--- config.mk ---
export PLATFORM = sky130hd
export DESIGN_NAME = multi_pulse_timer
export DESIGN_NICKNAME = d
export VERILOG_FILES = /design/src/rtl/multi_pulse_timer.sv
export SDC_FILE = /design/constraint.sdc
export NUM_CORES = 1
export LEC_CHECK = 0
export ABC_AREA = 0
export BUFFER_PORTS_ARGS = -buffer_cell sky130_fd_sc_hd__buf_2
export CAP_MARGIN = 20
export CORE_MARGIN = 5
export CORE_UTILIZATION = 46
export DETAILED_ROUTE_END_ITERATION = 8
export HOLD_SLACK_MARGIN = 0.03
export PLACE_DENSITY = 0.73
export SYNTH_ARGS = -nofsm -noshare
export SYNTH_HDL_FRONTEND = slang
export SYNTH_SLANG_ARGS = --single-unit
--- constraint.sdc ---
create_clock -name clk -period 8.6 [get_ports clk]
set_input_delay 0.43 -clock clk [delete_from_list [all_inputs] [get_ports clk]]
set_output_delay 0.43 -clock clk [all_outputs]
set_load 0.005 [all_outputs]
--- src/rtl/multi_pulse_timer.sv ---
// rtl/multi_pulse_timer.sv - multi-channel pulse-width timer with round-robin result stream
module multi_pulse_timer #(
  parameter int CHANNELS    = 4,
  parameter int WIDTH       = 16,
  parameter int SYNC_STAGES = 2,
  parameter int CHW         = (CHANNELS > 1) ? $clog2(CHANNELS) : 1
) (
  input  logic                clk,
  input  logic                reset,
  input  logic [CHANNELS-1:0] signal,
  output logic                out_valid,
  input  logic                out_ready,
  output logic [CHW-1:0]      out_channel,
  output logic [WIDTH-1:0]    out_duration,
  output logic                out_timeout,
  output logic                out_overrun
);

  localparam logic [WIDTH-1:0] MAXC = {WIDTH{1'b1}};

  typedef enum logic [1:0] {WAIT_LOW, ARMED, MEASURE} state_t;

  logic [CHANNELS-1:0]    sync_q [SYNC_STAGES];
  logic [CHANNELS-1:0]    s, p;
  logic [SYNC_STAGES-1:0] primed;
  logic                   sync_ok;

  assign s       = sync_q[SYNC_STAGES-1];
  assign sync_ok = primed[SYNC_STAGES-1];

  // primed keeps WAIT_LOW from trusting the reset value of the synchroniser
  always_ff @(posedge clk or posedge reset) begin
    if (reset) begin
      for (int k = 0; k < SYNC_STAGES; k++) sync_q[k] <= '0;
      p      <= '0;
      primed <= '0;
    end else begin
      sync_q[0] <= signal;
      for (int k = 1; k < SYNC_STAGES; k++) sync_q[k] <= sync_q[k-1];
      p      <= s;
      primed <= {primed[SYNC_STAGES-2:0], 1'b1};
    end
  end

  state_t              state   [CHANNELS];
  logic [WIDTH-1:0]    cnt     [CHANNELS];
  logic [WIDTH-1:0]    cap_dur [CHANNELS];
  logic [CHANNELS-1:0] cap_vld, cap_to;

  always_ff @(posedge clk or posedge reset) begin
    if (reset) begin
      for (int i = 0; i < CHANNELS; i++) begin
        state[i]   <= WAIT_LOW;
        cnt[i]     <= '0;
        cap_dur[i] <= '0;
      end
      cap_vld <= '0;
      cap_to  <= '0;
    end else begin
      for (int i = 0; i < CHANNELS; i++) begin
        cap_vld[i] <= 1'b0;
        case (state[i])
          WAIT_LOW: if (sync_ok && !s[i]) state[i] <= ARMED;
          ARMED: begin
            if (s[i] && !p[i]) begin
              state[i] <= MEASURE;
              cnt[i]   <= WIDTH'(1);
            end
          end
          MEASURE: begin
            if (!s[i] && p[i]) begin
              cap_vld[i] <= 1'b1;
              cap_dur[i] <= cnt[i];
              cap_to[i]  <= 1'b0;
              state[i]   <= ARMED;
            end else if (s[i] && cnt[i] == MAXC) begin
              cap_vld[i] <= 1'b1;
              cap_dur[i] <= MAXC;
              cap_to[i]  <= 1'b1;
              state[i]   <= WAIT_LOW;
            end else if (s[i]) begin
              cnt[i] <= cnt[i] + WIDTH'(1);
            end
          end
          default: state[i] <= WAIT_LOW;
        endcase
      end
    end
  end

  logic [WIDTH-1:0]    hdur [CHANNELS];
  logic [CHANNELS-1:0] pend, hov, hto, xfer;
  logic [CHW-1:0]      rr, sel_ch;
  logic [CHW:0]        cand;
  logic                sel_found, load_en, take;

  assign load_en = !out_valid || out_ready;
  assign take    = load_en && sel_found;

  // first pending channel at or after the round-robin pointer
  always_comb begin
    sel_found = 1'b0;
    sel_ch    = '0;
    cand      = '0;
    for (int k = 0; k < CHANNELS; k++) begin
      cand = {1'b0, rr} + (CHW+1)'(k);
      if (cand >= (CHW+1)'(CHANNELS)) cand = cand - (CHW+1)'(CHANNELS);
      if (!sel_found && pend[cand[CHW-1:0]]) begin
        sel_found = 1'b1;
        sel_ch    = cand[CHW-1:0];
      end
    end
  end

  always_comb begin
    xfer = '0;
    for (int i = 0; i < CHANNELS; i++) xfer[i] = take && (sel_ch == CHW'(i));
  end

  always_ff @(posedge clk or posedge reset) begin
    if (reset) begin
      for (int i = 0; i < CHANNELS; i++) hdur[i] <= '0;
      pend         <= '0;
      hov          <= '0;
      hto          <= '0;
      rr           <= '0;
      out_valid    <= 1'b0;
      out_channel  <= '0;
      out_duration <= '0;
      out_timeout  <= 1'b0;
      out_overrun  <= 1'b0;
    end else begin
      for (int i = 0; i < CHANNELS; i++) begin
        if (cap_vld[i]) begin
          hdur[i] <= cap_dur[i];
          hto[i]  <= cap_to[i];
          hov[i]  <= pend[i] && !xfer[i];
          pend[i] <= 1'b1;
        end else if (xfer[i]) begin
          pend[i] <= 1'b0;
        end
      end
      if (load_en) begin
        out_valid <= sel_found;
        if (sel_found) begin
          out_channel  <= sel_ch;
          out_duration <= hdur[sel_ch];
          out_timeout  <= hto[sel_ch];
          out_overrun  <= hov[sel_ch];
          rr           <= (sel_ch == CHW'(CHANNELS-1)) ? '0 : sel_ch + CHW'(1);
        end
      end
    end
  end

endmodule

### After elaboration in Yosys (flattened, before gate mapping)

Index checks and enable logic that the tools add are counted.

| storage, ports and cells | value |
|---|---|
| output and inout bits | 21 |
| logic and storage cells | 284 |
| register bits after elaboration | 257 |
| input bits | 7 |

| cells by class | value |
|---|---|
| equal/unequal tests | 39 |
| bitwise logic cells | 1 |
| $add $sub $neg | 12 |
| muxes and demuxes | 104 |
| reduce and logical (&&, ||, !) cells | 75 |
| $lt $le $gt $ge | 10 |

Operators with widths:

| kind | count |
|---|---|
| 16-bit 2-to-1 mux | 26 |
| 16-bit case mux with 2 select lines | 4 |
| 16-bit by 1-bit adder with 16-bit output (second input constant) | 4 |
| 16-bit == test (second input constant) | 4 |
| 2-bit 2-to-1 mux | 25 |
| 2-bit inequality test (second input constant) | 20 |
| 1-bit 2-to-1 mux | 38 |
| 16-bit binary-select mux with 2-bit select | 1 |
| 1-bit logical AND | 28 |
| 2-bit case mux with 3 select lines | 4 |
| 2-bit nonzero test | 12 |
| 5-bit AND reduction | 4 |
| 1-bit logical NOT | 16 |
| 2-bit by 3-bit less-than comparator with 1-bit output (second input constant) | 5 |
| 1-bit binary-select mux with 2-bit select | 6 |
| 2-bit == test (second input constant) | 6 |
| 3-bit >= comparator (second input constant) | 4 |
| 3-bit inequality test (second input constant) | 4 |
| 3-bit AND reduction | 4 |
| 2-bit by 1-bit == test with 1-bit output (second input constant) | 5 |
| 2-bit logical NOT | 5 |
| 2-bit AND reduction | 5 |
| 2-bit by 1-bit subtractor with 2-bit output (second input constant) | 4 |
| 2-bit by 2-bit adder with 3-bit output (second input constant) | 2 |
| 5 further kinds | 5 |

### Longest topological paths before layout

Gate-level depths: netlist of run 1.

| depth | value |
|---|---|
| word-level depth | 18 |
| mapped depth | 8 |

### Least setup slack after synthesis of run 1

OpenSTA, ideal clock, no wires.

| timing path | value |
|---|---|
| kind | register to register |
| start point | register cnt[0] (netlist name) |
| end point | register cap_dur[0] (netlist name) |
| arrival | 1.822 ns |
| clock period less this slack | 1.887 ns |
| required time | 8.535 ns |
| slack | 6.713 ns |
| stages on the path, launching flop included | 8 |
| path buffers | 1 |
| cell sequence | dfrtp_1 ha_1 nand4_1 nor4_1 a21oi_1 nor2_2 buf_4 o22a_1 |

| on the way | value |
|---|---|
| cells in the longest elaborated chain, start to end | 4 |

Ends and longest elaborated chain:

| what | RTL line | source |
|---|---|---|
| start: declaration | 46 | `logic [WIDTH-1:0] cnt [CHANNELS];` |
| start signal: indexed assignment | 82 | `cnt[i] <= cnt[i] + WIDTH'(1);` |
| 16-bit == test | 76 | `end else if (s[i] && cnt[i] == MAXC) begin` |
| 1-bit logical AND | 76 |  |
| 2-bit nonzero test (no source line) | - |  |
| 2-bit AND reduction (no source line) | - |  |
| end signal: indexed assignment | 73 | `cap_dur[i] <= cnt[i];` |
| end: declaration | 47 | `logic [WIDTH-1:0] cap_dur [CHANNELS];` |

Parallel ways exist; a longest one is shown, timed or not.
A chain may end at the register's enable or synchronous reset.

### Worst setup path in the final report of run 1

| timing path | value |
|---|---|
| start point | register pend[3] |
| end point | register out_duration[5] |

| on the way | value |
|---|---|
| cells in the longest elaborated chain, start to end | 16 |

Ends and longest elaborated chain:

| what | RTL line | source |
|---|---|---|
| start: declaration | 92 | `logic [CHANNELS-1:0] pend, hov, hto, xfer;` |
| start signal: assignment | 123 | `pend <= '0;` |
| start signal: indexed assignment | 138 | `pend[i] <= 1'b1;` |
| start signal: indexed assignment | 140 | `pend[i] <= 1'b0;` |
| 1-bit binary-select mux with 2-bit select | 108 | `if (!sel_found && pend[cand[CHW-1:0]]) begin` |
| 1-bit 2-to-1 mux (not written as such) | 108 |  |
| 1-bit 2-to-1 mux | 108 |  |
| 1-bit logical NOT | 108 |  |
| 1-bit logical AND | 108 |  |
| 1-bit 2-to-1 mux | 108 |  |
| 1-bit logical NOT | 108 |  |
| 1-bit logical AND | 108 |  |
| 1-bit 2-to-1 mux | 108 |  |
| 1-bit logical NOT | 108 |  |
| 1-bit logical AND | 108 |  |
| 2-bit 2-to-1 mux | 108 |  |
| 2-bit NOT with 3-bit output (not written as such) | 147 | `out_duration <= hdur[sel_ch];` |
| 16-bit binary-select mux with 2-bit select | 147 |  |
| 16-bit 2-to-1 mux (not written as such) (2 in a row) | 147 |  |
| end signal: assignment | 147 |  |
| end: declaration | 14 | `output logic [WIDTH-1:0] out_duration,` |

Parallel ways exist; a longest one is shown, timed or not. The select of a mux whose other input is x is not followed.

==> results of run 1 <==
[layout make-up]
class,instances,area (µm²)
Clock inverter,15,253
Timing Repair Buffer,39,258
Fill cell,2064,11500
Sequential cell,257,6430
Multi-Input combinational cell,639,4530
Clock buffer,33,748
Inverter,18,75.1
Tap cell,324,405
[flip-flops by register name, indices dropped and copies added, names as in the netlist]
signal	cells
cap_dur	64
cnt	64
hdur	64
out_duration	16
state	8
cap_to	4
cap_vld	4
hov	4
hto	4
p	4
pend	4
s	4
sync_q	4
out_channel	2
primed	2
rr	2
out_overrun	1
out_timeout	1
out_valid	1
[cell families (layout without fill, tap and decap cells)]
logic type | after synthesis | in the layout | synth area share, %
muxes | 112 | 112 | 10.8
xor gates and xnor gates | 39 | 39 | 3.04
buffers and inverters | 61 | 105 | 2.40
AOI/OAI and AO/OA | 184 | 184 | 12.2
other | 1 | 1 | 0.0334
adders and majority gates | 4 | 4 | 0.446
DFF | 257 | 257 | 57.3
and+or+nand+nor | 299 | 299 | 13.8
[worst max-delay path: cells and delay by family (launching register included)]
| family | cells | cell delay [ps] |
|---|---|---|
| flops | 1 | 430 |
| compound gates | 2 | 880 |
| simple gates | 2 | 1170 |
[how the worst max path moves through the flow]
stage | to | slack (ps) | start
6_report | out_duration[5] | 5940 | pend[3]
5_1_grt | out_duration[14] | 5650 | pend[3]
4_1_cts | hov[3] | 5970 | pend[3]
3_5_place_dp | out_duration[14] | 5810 | reset
3_3_place_gp | cap_dur[37] | 5840 | reset
2_1_floorplan | cap_dur[0] | 1100 | reset
[where the power goes]
part	leakage, nW	internal [mW]	switching, mW
combinational	1.87	0.467	0.476
sequential	3.33	1.59	0.292
clock	0.496	0.824	0.464
[repair_timing]
action / CTS / global route
hold buffers: 4 / 1
setup endpoints to repair: 0 / 0
endpoints found under the hold margin: 4 / 49
setup buffers: 0 / 0
[routing by layer]
metal  up-vias  share of wire, %
met3        32               3.3
met1      3779                46
met4         0               1.9
met2       130                49
met5         -                 0
li1       3525                 -
[Yosys cell counts, types with 18 or more instances]
cell      number
o221ai_1      19
inv_1         18
nand2_1       64
o22a_1        32
a21oi_1       39
o21ai_0       26
mux2i_1       43
xnor2_1       30
clkbuf_1      27
dfrtp_1      257
nor2_1        97
mux2_2        69
[per-stage QoR]
stage,utilization [%],cells,hold slack [ps]
finish,52.5,1325,197
global route,52.5,1325,194
CTS,52.4,1323,176
detailed placement,48.1,1271,335
global placement,48.1,1271,333
floorplan,-,957,331
==> summary.md, run 1 <==
| Metric | Value |
|---|---|
| Run status | `complete, no violations` |
| Largest net degree at the start of global routing | `154` |
| Post-DR wirelength/cell | `17.8 µm` |
| Synth Cell Area | `~0.011 mm²` |
| Setup TNS Final | `0 ps` |
| Die H | `166 µm` |
| Total die area | `between 0.02 and 0.03 mm²` |
| Top cell type's share of synthesized area | `approximately 57%` |
| Final clock skew | `17.9 ps` |
| Place WS | `5810 ps` |
| Drt pass-1 iters | `4` |
| Seq/Total Area, Yosys | `57.3%` |
| DRC | `0` |
| Vias | `7466` |
| Antenna Nets Post-Route | `0` |
| Final setup violation count | `0` |
| Num rows | `57` |
| Depth of the worst register-to-register path | `4` |
| Most frequent cells in the layout | `dfrtp_1 (257), nor2_1 (97), mux2_2 (69)` |
| CP endpoint kind | `flip-flop` |
| Clock Path Buffers | `3` |
| Initial antenna violation count | `1` |
| Post-synthesis instance total | `approximately 960` |
| RSZ-0062 raised after global routing | `no` |
| CTS tree | `yes` |
| Reg-to-reg startpoint | `pend[3]` |
| CP startpoint kind | `flip-flop` |
| Most Crowded Layer GR | `met2` |
| HPWL Detailed | `about 16 mm` |
| GP Congestion | `~0.82` |
| Crit-path max FO | `26` |
| Clock slew at reported path FFs | `around 60 ps` |
| HP Start | `out_ready` |
| GRT Total Usage | `between 10% and 20%` |
| Hold Path Class | `primary input to flip-flop` |
| Final hold violation count | `0` |
| Final Max Slew Viols | `0` |
| Top cells by area, synth | `dfrtp_1 (57%), mux2_2 (6.9%), mux2i_1 (3.8%)` |
| Die Width | `166 µm` |
| Yosys top cell by area | `dfrtp_1` |
| Worst path slowest cell | `or3_1` |
| Reg-to-reg setup timing slack | `between 5000 and 6000 ps` |
| Max-Slew Margin vs Limit | `roughly two fifths` |
| Max IR drop VDD | `around 0.16 mV` |
| Synthesized area per cell | `11.7 µm²` |
| Maxcap violations | `0` |
| Layout cell share with drive strength beyond 1 | `a little under a fifth` |
| Critical path class | `flip-flop to flip-flop` |
| Tot Pwr | `around 4.1 mW` |
| Flops & latches, synth | `roughly 260` |
| First-pass GRT wire length | `between 40 and 50 mm` |
| Final nets | `approximately 990` |
| Vias in the first global route | `7589` |
| Most common cell after layout, fill and taps aside | `dfrtp_1` |
| Grt met1 use | `24.1%` |
| Setup WS post-layout | `just under 6000 ps` |
| Worst-margin pin slew | `872 ps` |
| WL final | `around 24 mm` |
| Pleak | `5.70 nW` |
| Total grt overflow | `0` |
| Endpoint, Worst Hold | `out_valid` |
| CP peak stage delay | `roughly 670 ps` |
| H-tree Lvls | `1` |
| DP Area | `roughly 0.012 mm²` |
| Hold Path Stages | `4` |
| Distinct cells, synth | `between 70 and 80` |
| Worst path cell trace | `nor4_1 -> a21o_1 -> or3_1 -> o221ai_1` |
| Inserted Diodes | `0` |
| Post-layout minimum cycle time | `between 2000 and 3000 ps` |
| Syn-to-layout area delta | `13.1%` |
| WP data required | `roughly 9000 ps` |
| CTS buffer count | `26` |
| Fin area | `between 0.01 and 0.015 mm²` |
| Initial Util | `~46%` |
| IO Pins | `28` |
| Placeable Area | `about 0.024 mm²` |
| Number of synthesized flops with an enable pin | `0` |
| Post_cts resized | `0` |
| Initial DRC count | `between 500 and 600` |
| PwrDens | `roughly 320 mW/mm²` |
| Final worst-path cycle share | `a little under a third` |
| Clk sinks | `between 200 and 300` |
| YS warnings | `0` |
| Later-pin clock latency in the skew report | `520 ps` |
| Number of port buffers | `27` |
| Syn Nets | `roughly 970` |
| Met3 usage | `between 2 and 3%` |
| CP Data Arrival Time | `~3000 ps` |
| Async SR Flop Fraction | `100%` |
| Fmax | `0.376 GHz` |
| Ys flop type | `dfrtp_1` |
| Via/cell ratio | `about 5.6` |
| Reg-to-Reg End | `out_duration[5]` |
| Met2 Usage GRT | `29.0%` |
| CTS root buffer | `clkbuf_16` |
Power figures use the tool's default switching activity.
==> run 2, diff against run 1 <==
- PLACE_DENSITY: 0.73 -> 0.75
- clock period: 8.6 -> 2.27 ns (I/O delays scaled with it)
==> summary.md, run 2 (synthesis gave the netlist of run 1 again) <==
| Metric | Value |
|---|---|
| Final Max Slew Viols | `0 (unchanged)` |
| Clk sinks | `257 (unchanged)` |
| DRC | `0 (unchanged)` |
| Initial antenna violation count | `0 (was 1)` |
| WP data required | `2740 ps (was 8950 ps)` |
| Reg-to-Reg End | `cap_dur[46] (was out_duration[5])` |
| Worst-margin pin slew | `818 ps (was 872 ps)` |
| Via/cell ratio | `5.58 (was 5.63)` |
| Placeable Area | `0.0242 mm² (unchanged)` |
| Final nets | `1019 (was 992)` |
| First-pass GRT wire length | `39.6 mm (was 40.2 mm)` |
| Clock slew at reported path FFs | `60 ps (about the same)` |
| Non-filler cells, final | `1352 (was 1325)` |
| Crit-path max FO | `17 (was 26)` |
| CTS tree | `yes (unchanged)` |
| Post-CTS setup buffer count | `0 (unchanged)` |
| Syn-to-layout area delta | `14.5% (was 13.1%)` |
| Reg-to-reg setup timing slack | `120 ps (was 5940 ps)` |
| Fin area | `0.0128 mm² (was 0.0127 mm²)` |
| CTS buffer count | `27 (was 26)` |
| Clock Path Buffers | `3 (unchanged)` |
| Final setup violation count | `0 (unchanged)` |
| CP Data Arrival Time | `2620 ps (was 3010 ps)` |
| Pleak | `5.79 nW (was 5.70 nW)` |
| CP endpoint | `cap_dur[46] (was out_duration[5])` |
| Setup WS post-layout | `122 ps (was 5940 ps)` |
| DP Cell Count | `1297 (was 1271)` |
| Final clock skew | `11.4 ps (was 17.9 ps)` |
| Maxcap violations | `0 (unchanged)` |
| Die H | `166 µm (unchanged)` |
| GRT Total Usage | `17.0% (was 17.2%)` |
| IO Pins | `28 (unchanged)` |
| CP endpoint kind | `flip-flop (unchanged)` |
| Place WS | `146 ps (was 5810 ps)` |
| Num rows | `57 (unchanged)` |
| DP Area | `0.0119 mm² (was 0.0116 mm²)` |
| HPWL Detailed | `16.0 mm (was 15.8 mm)` |
| Vias in the first global route | `7566 (was 7589)` |
| CTS root buffer | `clkbuf_16 (unchanged)` |
| Number of port buffers | `27 (unchanged)` |
| Fmax | `0.466 GHz (was 0.376 GHz)` |
| Multi-input logic area | `0.00453 mm² (about the same)` |
| Antenna Nets Post-Route | `0 (unchanged)` |
| Vias | `7541 (was 7466)` |
| H-tree Lvls | `1 (unchanged)` |
| Run status | `complete, no violations (unchanged)` |
| Max-Slew Margin vs Limit | `45.5% (was 41.3%)` |
| Final hold violation count | `0 (unchanged)` |
| Largest net degree at the start of global routing | `85 (was 154)` |
| Beginning of the critical path | `cnt[38] (was pend[3])` |
| Total grt overflow | `0 (unchanged)` |
| Hold Path Class | `primary input to asynchronous set/reset pin (was primary input to flip-flop)` |
| Largest registers | `cap_dur x64, cnt x64, hdur x64 (unchanged)` |
| Max IR drop VDD | `0.675 mV (was 0.158 mV)` |
| RSZ-0062 raised after global routing | `no (unchanged)` |
| Critical path class | `flip-flop to flip-flop (unchanged)` |
| CP startpoint kind | `flip-flop (unchanged)` |
| PwrDens | `1190 mW/mm² (was 324 mW/mm²)` |
| Reg-to-reg startpoint | `cnt[38] (was pend[3])` |
| Drt pass-1 iters | `5 (was 4)` |
| Initial DRC count | `538 (was 552)` |
| Inserted Diodes | `0 (unchanged)` |
| Hold_ws | `186 ps (was 197 ps)` |
| WL final | `23.5 mm (was 23.6 mm)` |
| GP Congestion | `0.908 (was 0.817)` |
| Post-DR wirelength/cell | `17.4 µm (was 17.8 µm)` |
| Layout cell share with drive strength beyond 1 | `20.6% (was 19.0%)` |
| Total die area | `0.0276 mm² (unchanged)` |
| Initial Util | `46.4% (unchanged)` |
| Final worst-path cycle share | `94.6% (was 30.9%)` |
| Later-pin clock latency in the skew report | `530 ps (was 520 ps)` |
| Depth of the worst register-to-register path | `5 (was 4)` |
| Most frequent cells in the layout | `dfrtp_1 (257), nor2_1 (97), mux2_2 (69) (unchanged)` |
| FF/Latch Area | `0.00643 mm² (unchanged)` |
| Die Width | `166 µm (unchanged)` |
| Layout fillers | `2008 (was 2064)` |
| Most common cell after layout, fill and taps aside | `dfrtp_1 (unchanged)` |
| Post-layout minimum cycle time | `2150 ps (was 2660 ps)` |
-- run 2: cell count changes in the layout (fill, tap and decap cells not counted), sizes merged --
| cell | before | now |
|---|---|---|
| buf | 34 | 59 |
| clkbuf | 33 | 39 |
| bufinv | 7 | 3 |
| clkinv | 7 | 6 |
| dlygate4sd3 | 5 | 6 |
-- run 2: layout make-up --
class,count,share of cell area [%]
Clock buffer,39,6.08
Clock inverter,10,1.00
Inverter,18,0.555
Multi-Input combinational cell,639,35.3
Sequential cell,257,50.1
Tap cell,324,3.16
Timing Repair Buffer,65,3.88
-- run 2: power breakdown --
| group | internal, mW | leakage [nW] | switching [mW] |
|---|---|---|---|
| registers | 6.03 | 3.33 | 1.09 |
| logic | 1.87 | 2.01 | 1.85 |
| clock network | 2.72 | 0.453 | 1.76 |
-- run 2: worst min path at each step --
stage / startpoint / endpoint / depth (start not counted)
after floorplan: signal[0] / sync_q[4] / 0
after global placement: reset / cap_dur[38] / 2
after detailed placement: reset / cap_dur[38] / 2
after CTS: reset / hdur[54] / 3
after global routing: reset / cap_dur[38] / 3
final: reset / cap_dur[38] / 3
-- run 2: repair_timing --
action | 4_1_cts | 5_1_grt
gates resized for setup | 0 | 1
setup endpoints to repair | 0 | 11
hold buffers | 6 | 0
endpoints found under the hold margin | 31 | 0
-- run 2: critical path, stage by stage (launching register included) --
cell,delay (ps)
dfrtp_1,440
nand4_1,200
or3_4,460
or2_4,290
a21boi_4,450
o22a_2,250
-- run 2: metrics by stage --
step / TNS (ps) / power [mW] / utilization (%)
3_5_place_dp: 0 / 10.9 / 49.1
6_report: 0 / 15.3 / 53.1
2_1_floorplan: -315880 / 9.60 / -
3_3_place_gp: 0 / 10.7 / 49.1
4_1_cts: 0 / 15.5 / 53.1
5_1_grt: 0 / 16.2 / 53.1
-- run 2: layer usage --
metal / track usage (%) / routed length [µm]
met1: 22.9 / 10400
met2: 28.4 / 11300
met3: 3.28 / 1130
met4: 4.87 / 701
met5: 0 / 0
==> run 3, diff against run 2 <==
- CORE_MARGIN: 5 -> not set
- CORE_UTILIZATION: 46 -> 56
- PLACE_DENSITY: 0.75 -> 0.86
==> summary.md, run 3 (synthesis gave the netlist of run 1 again) <==
| Metric | Value |
|---|---|
| Run status | `complete, no violations (unchanged)` |
| GRT Total Usage | `25.5% (was 17.0%)` |
| Inserted Diodes | `0 (unchanged)` |
| Pleak | `5.75 nW (was 5.79 nW)` |
| Beginning of the critical path | `cnt[16] (was cnt[38])` |
| CTS buffer count | `26 (was 27)` |
| Setup WS post-layout | `259 ps (was 122 ps)` |
| Vias | `7809 (was 7541)` |
| Final Max Slew Viols | `0 (unchanged)` |
| Crit-path max FO | `9 (was 17)` |
| DP Cell Count | `1238 (was 1297)` |
| Number of port buffers | `27 (unchanged)` |
| Non-filler cells, final | `1288 (was 1352)` |
| IO Pins | `28 (unchanged)` |
| Maxcap violations | `0 (unchanged)` |
| Reg-to-reg startpoint | `cnt[16] (was cnt[38])` |
| Syn-to-layout area delta | `13.1% (was 14.5%)` |
| Most frequent cells in the layout | `dfrtp_1 (257), nor2_1 (96), mux2_2 (69) (was dfrtp_1 (257), nor2_1 (97), mux2_2 (69))` |
| FF/Latch Area | `0.00643 mm² (unchanged)` |
| Final setup violation count | `0 (unchanged)` |
| Most common cell after layout, fill and taps aside | `dfrtp_1 (unchanged)` |
| Final nets | `1018 (was 1019)` |
| Post-DR wirelength/cell | `19.1 µm (was 17.4 µm)` |
| Clk sinks | `257 (unchanged)` |
| Hold Path Class | `primary input to asynchronous set/reset pin (unchanged)` |
| Initial antenna violation count | `1 (was 0)` |
| CP endpoint kind | `flip-flop (unchanged)` |
| DR WL met3 | `1.30 mm (was 1.13 mm)` |
| Wl on met1 | `10.5 mm (was 10.4 mm)` |
| Place WS | `199 ps (was 146 ps)` |
| Die H | `144 µm (was 166 µm)` |
| WL final | `24.6 mm (was 23.5 mm)` |
| Post-layout minimum cycle time | `2010 ps (was 2150 ps)` |
| Total grt overflow | `0 (unchanged)` |
| Largest net degree at the start of global routing | `78 (was 85)` |
| Multi-input logic area | `0.00453 mm² (about the same)` |
| Clock Path Buffers | `3 (unchanged)` |
| Final core occ | `65.0% (was 53.1%)` |
| Worst-margin pin slew | `896 ps (was 818 ps)` |
| Initial Util | `57.5% (was 46.4%)` |
| Worst path cell trace | `ha_1 -> nand4_1 -> nor2_1 -> and3_1 -> buf_4 -> nor2_1 -> a21oi_1 (was nand4_1 -> or3_4 -> or2_4 -> a21boi_4 -> o22a_2)` |
| Post-CTS setup buffer count | `0 (unchanged)` |
| Placeable Area | `0.0195 mm² (was 0.0242 mm²)` |
| Final clock skew | `11.0 ps (was 11.4 ps)` |
| Antenna Nets Post-Route | `0 (unchanged)` |
| H-tree Lvls | `1 (unchanged)` |
| CP Data Arrival Time | `2460 ps (was 2620 ps)` |
| CP startpoint kind | `flip-flop (unchanged)` |
| Initial DRC count | `488 (was 538)` |
| Worst path most repeated cell | `nor2_1` |
| GP Congestion | `0.891 (was 0.908)` |
| Final worst-path cycle share | `88.6% (was 94.6%)` |
| Layout fillers | `1447 (was 2008)` |
| Final hold violation count | `0 (unchanged)` |
| CTS root buffer | `clkbuf_16 (unchanged)` |
| RSZ-0062 raised after global routing | `no (unchanged)` |
| PwrDens | `1190 mW/mm² (about the same)` |
| Worst path slowest cell | `dfrtp_1 (was or3_4)` |
| Met2 WL | `11.7 mm (was 11.3 mm)` |
| Via/cell ratio | `6.06 (was 5.58)` |
| Total die area | `0.0206 mm² (was 0.0276 mm²)` |
| Later-pin clock latency in the skew report | `530 ps (about the same)` |
| Max IR drop VDD | `0.945 mV (was 0.675 mV)` |
| First-pass GRT wire length | `41.0 mm (was 39.6 mm)` |
| DRC | `0 (unchanged)` |
| Vias in the first global route | `7775 (was 7566)` |
| Drt pass-1 iters | `4 (was 5)` |
| Critical path class | `flip-flop to flip-flop (unchanged)` |
| Fmax | `0.497 GHz (was 0.466 GHz)` |
| Max-Slew Margin vs Limit | `40.3% (was 45.5%)` |
| Num rows | `51 (was 57)` |
| Largest registers | `cap_dur x64, cnt x64, hdur x64 (unchanged)` |
| Clock slew at reported path FFs | `60 ps (about the same)` |
| HPWL Detailed | `16.6 mm (was 16.0 mm)` |
| CTS tree | `yes (unchanged)` |
| Max layer used | `met5 (was met4)` |
| Layout cell share with drive strength beyond 1 | `20.4% (was 20.6%)` |
| CP peak stage delay | `390 ps (was 460 ps)` |
| Die Width | `144 µm (was 166 µm)` |
| WP data required | `2720 ps (was 2740 ps)` |
## run 3: cell count changes in the layout (fill, tap and decap cells not counted), sizes merged
cell,change
clkinv,+2
inv,-1
clkbuf,-5
bufinv,-2
clkinvlp,+1
## run 3: stage by stage
stage               setup TNS (ps)  instance area, µm²  total power, mW  hold slack (ps)
floorplan                  -315880               11200             9.60              145
global placement                 0               11800             10.7              179
detailed placement               0               11800             11.0              178
CTS                              0               12700             15.1              180
global route                     0               12700             15.9              208
finish                           0               12700             15.1              177
## run 3: power by group
group / internal (mW) / total [mW] / switching (mW)
Clock: 2.34 / 4.07 / 1.73
Combinational: 1.91 / 3.85 / 1.94
Sequential: 6.03 / 7.17 / 1.14
## run 3: cell type report
cell class	count	share of cell area [%]
sequential	257	50.7
inverter	18	0.562
clock buffer	34	5.68
multi-input combinational	639	35.7
clock inverter	10	0.700
timing repair buffer	65	4.12
tap	265	2.61
## run 3: what timing repair did
action,in CTS,in global routing
endpoints found under the setup margin,0,16
hold endpoints to repair,106,0
gates resized for setup,0,1
hold buffers,6,0
## run 3: path summary, 6_finish.rpt
path,end,slack [ps],cells past startpoint
worst max-delay path,cap_dur[31],260,7
worst min-delay path,cap_dur[59],180,3
worst max register to register,cap_dur[31],260,7
worst min register to register,primed[1],350,0
max in group asynchronous,cap_dur[23],1340,4
min in group clk,sync_q[6],210,2
## run 3: metal layers
metal,global-route usage [%],vias to the layer above
met5,0,-
met4,11.4,4
met3,4.77,81
met2,40.2,243
met1,34.5,3914
li1,-,3567
## run 3: worst max-delay path, delay by kind of cell, from the launching register on
kind / cells / cell delay (ps)
DFF: 1 / 390
adders and majority gates: 1 / 230
and+or+nand+nor: 4 / 900
AOI/OAI and AO/OA: 1 / 160
buffers and inverters: 1 / 230
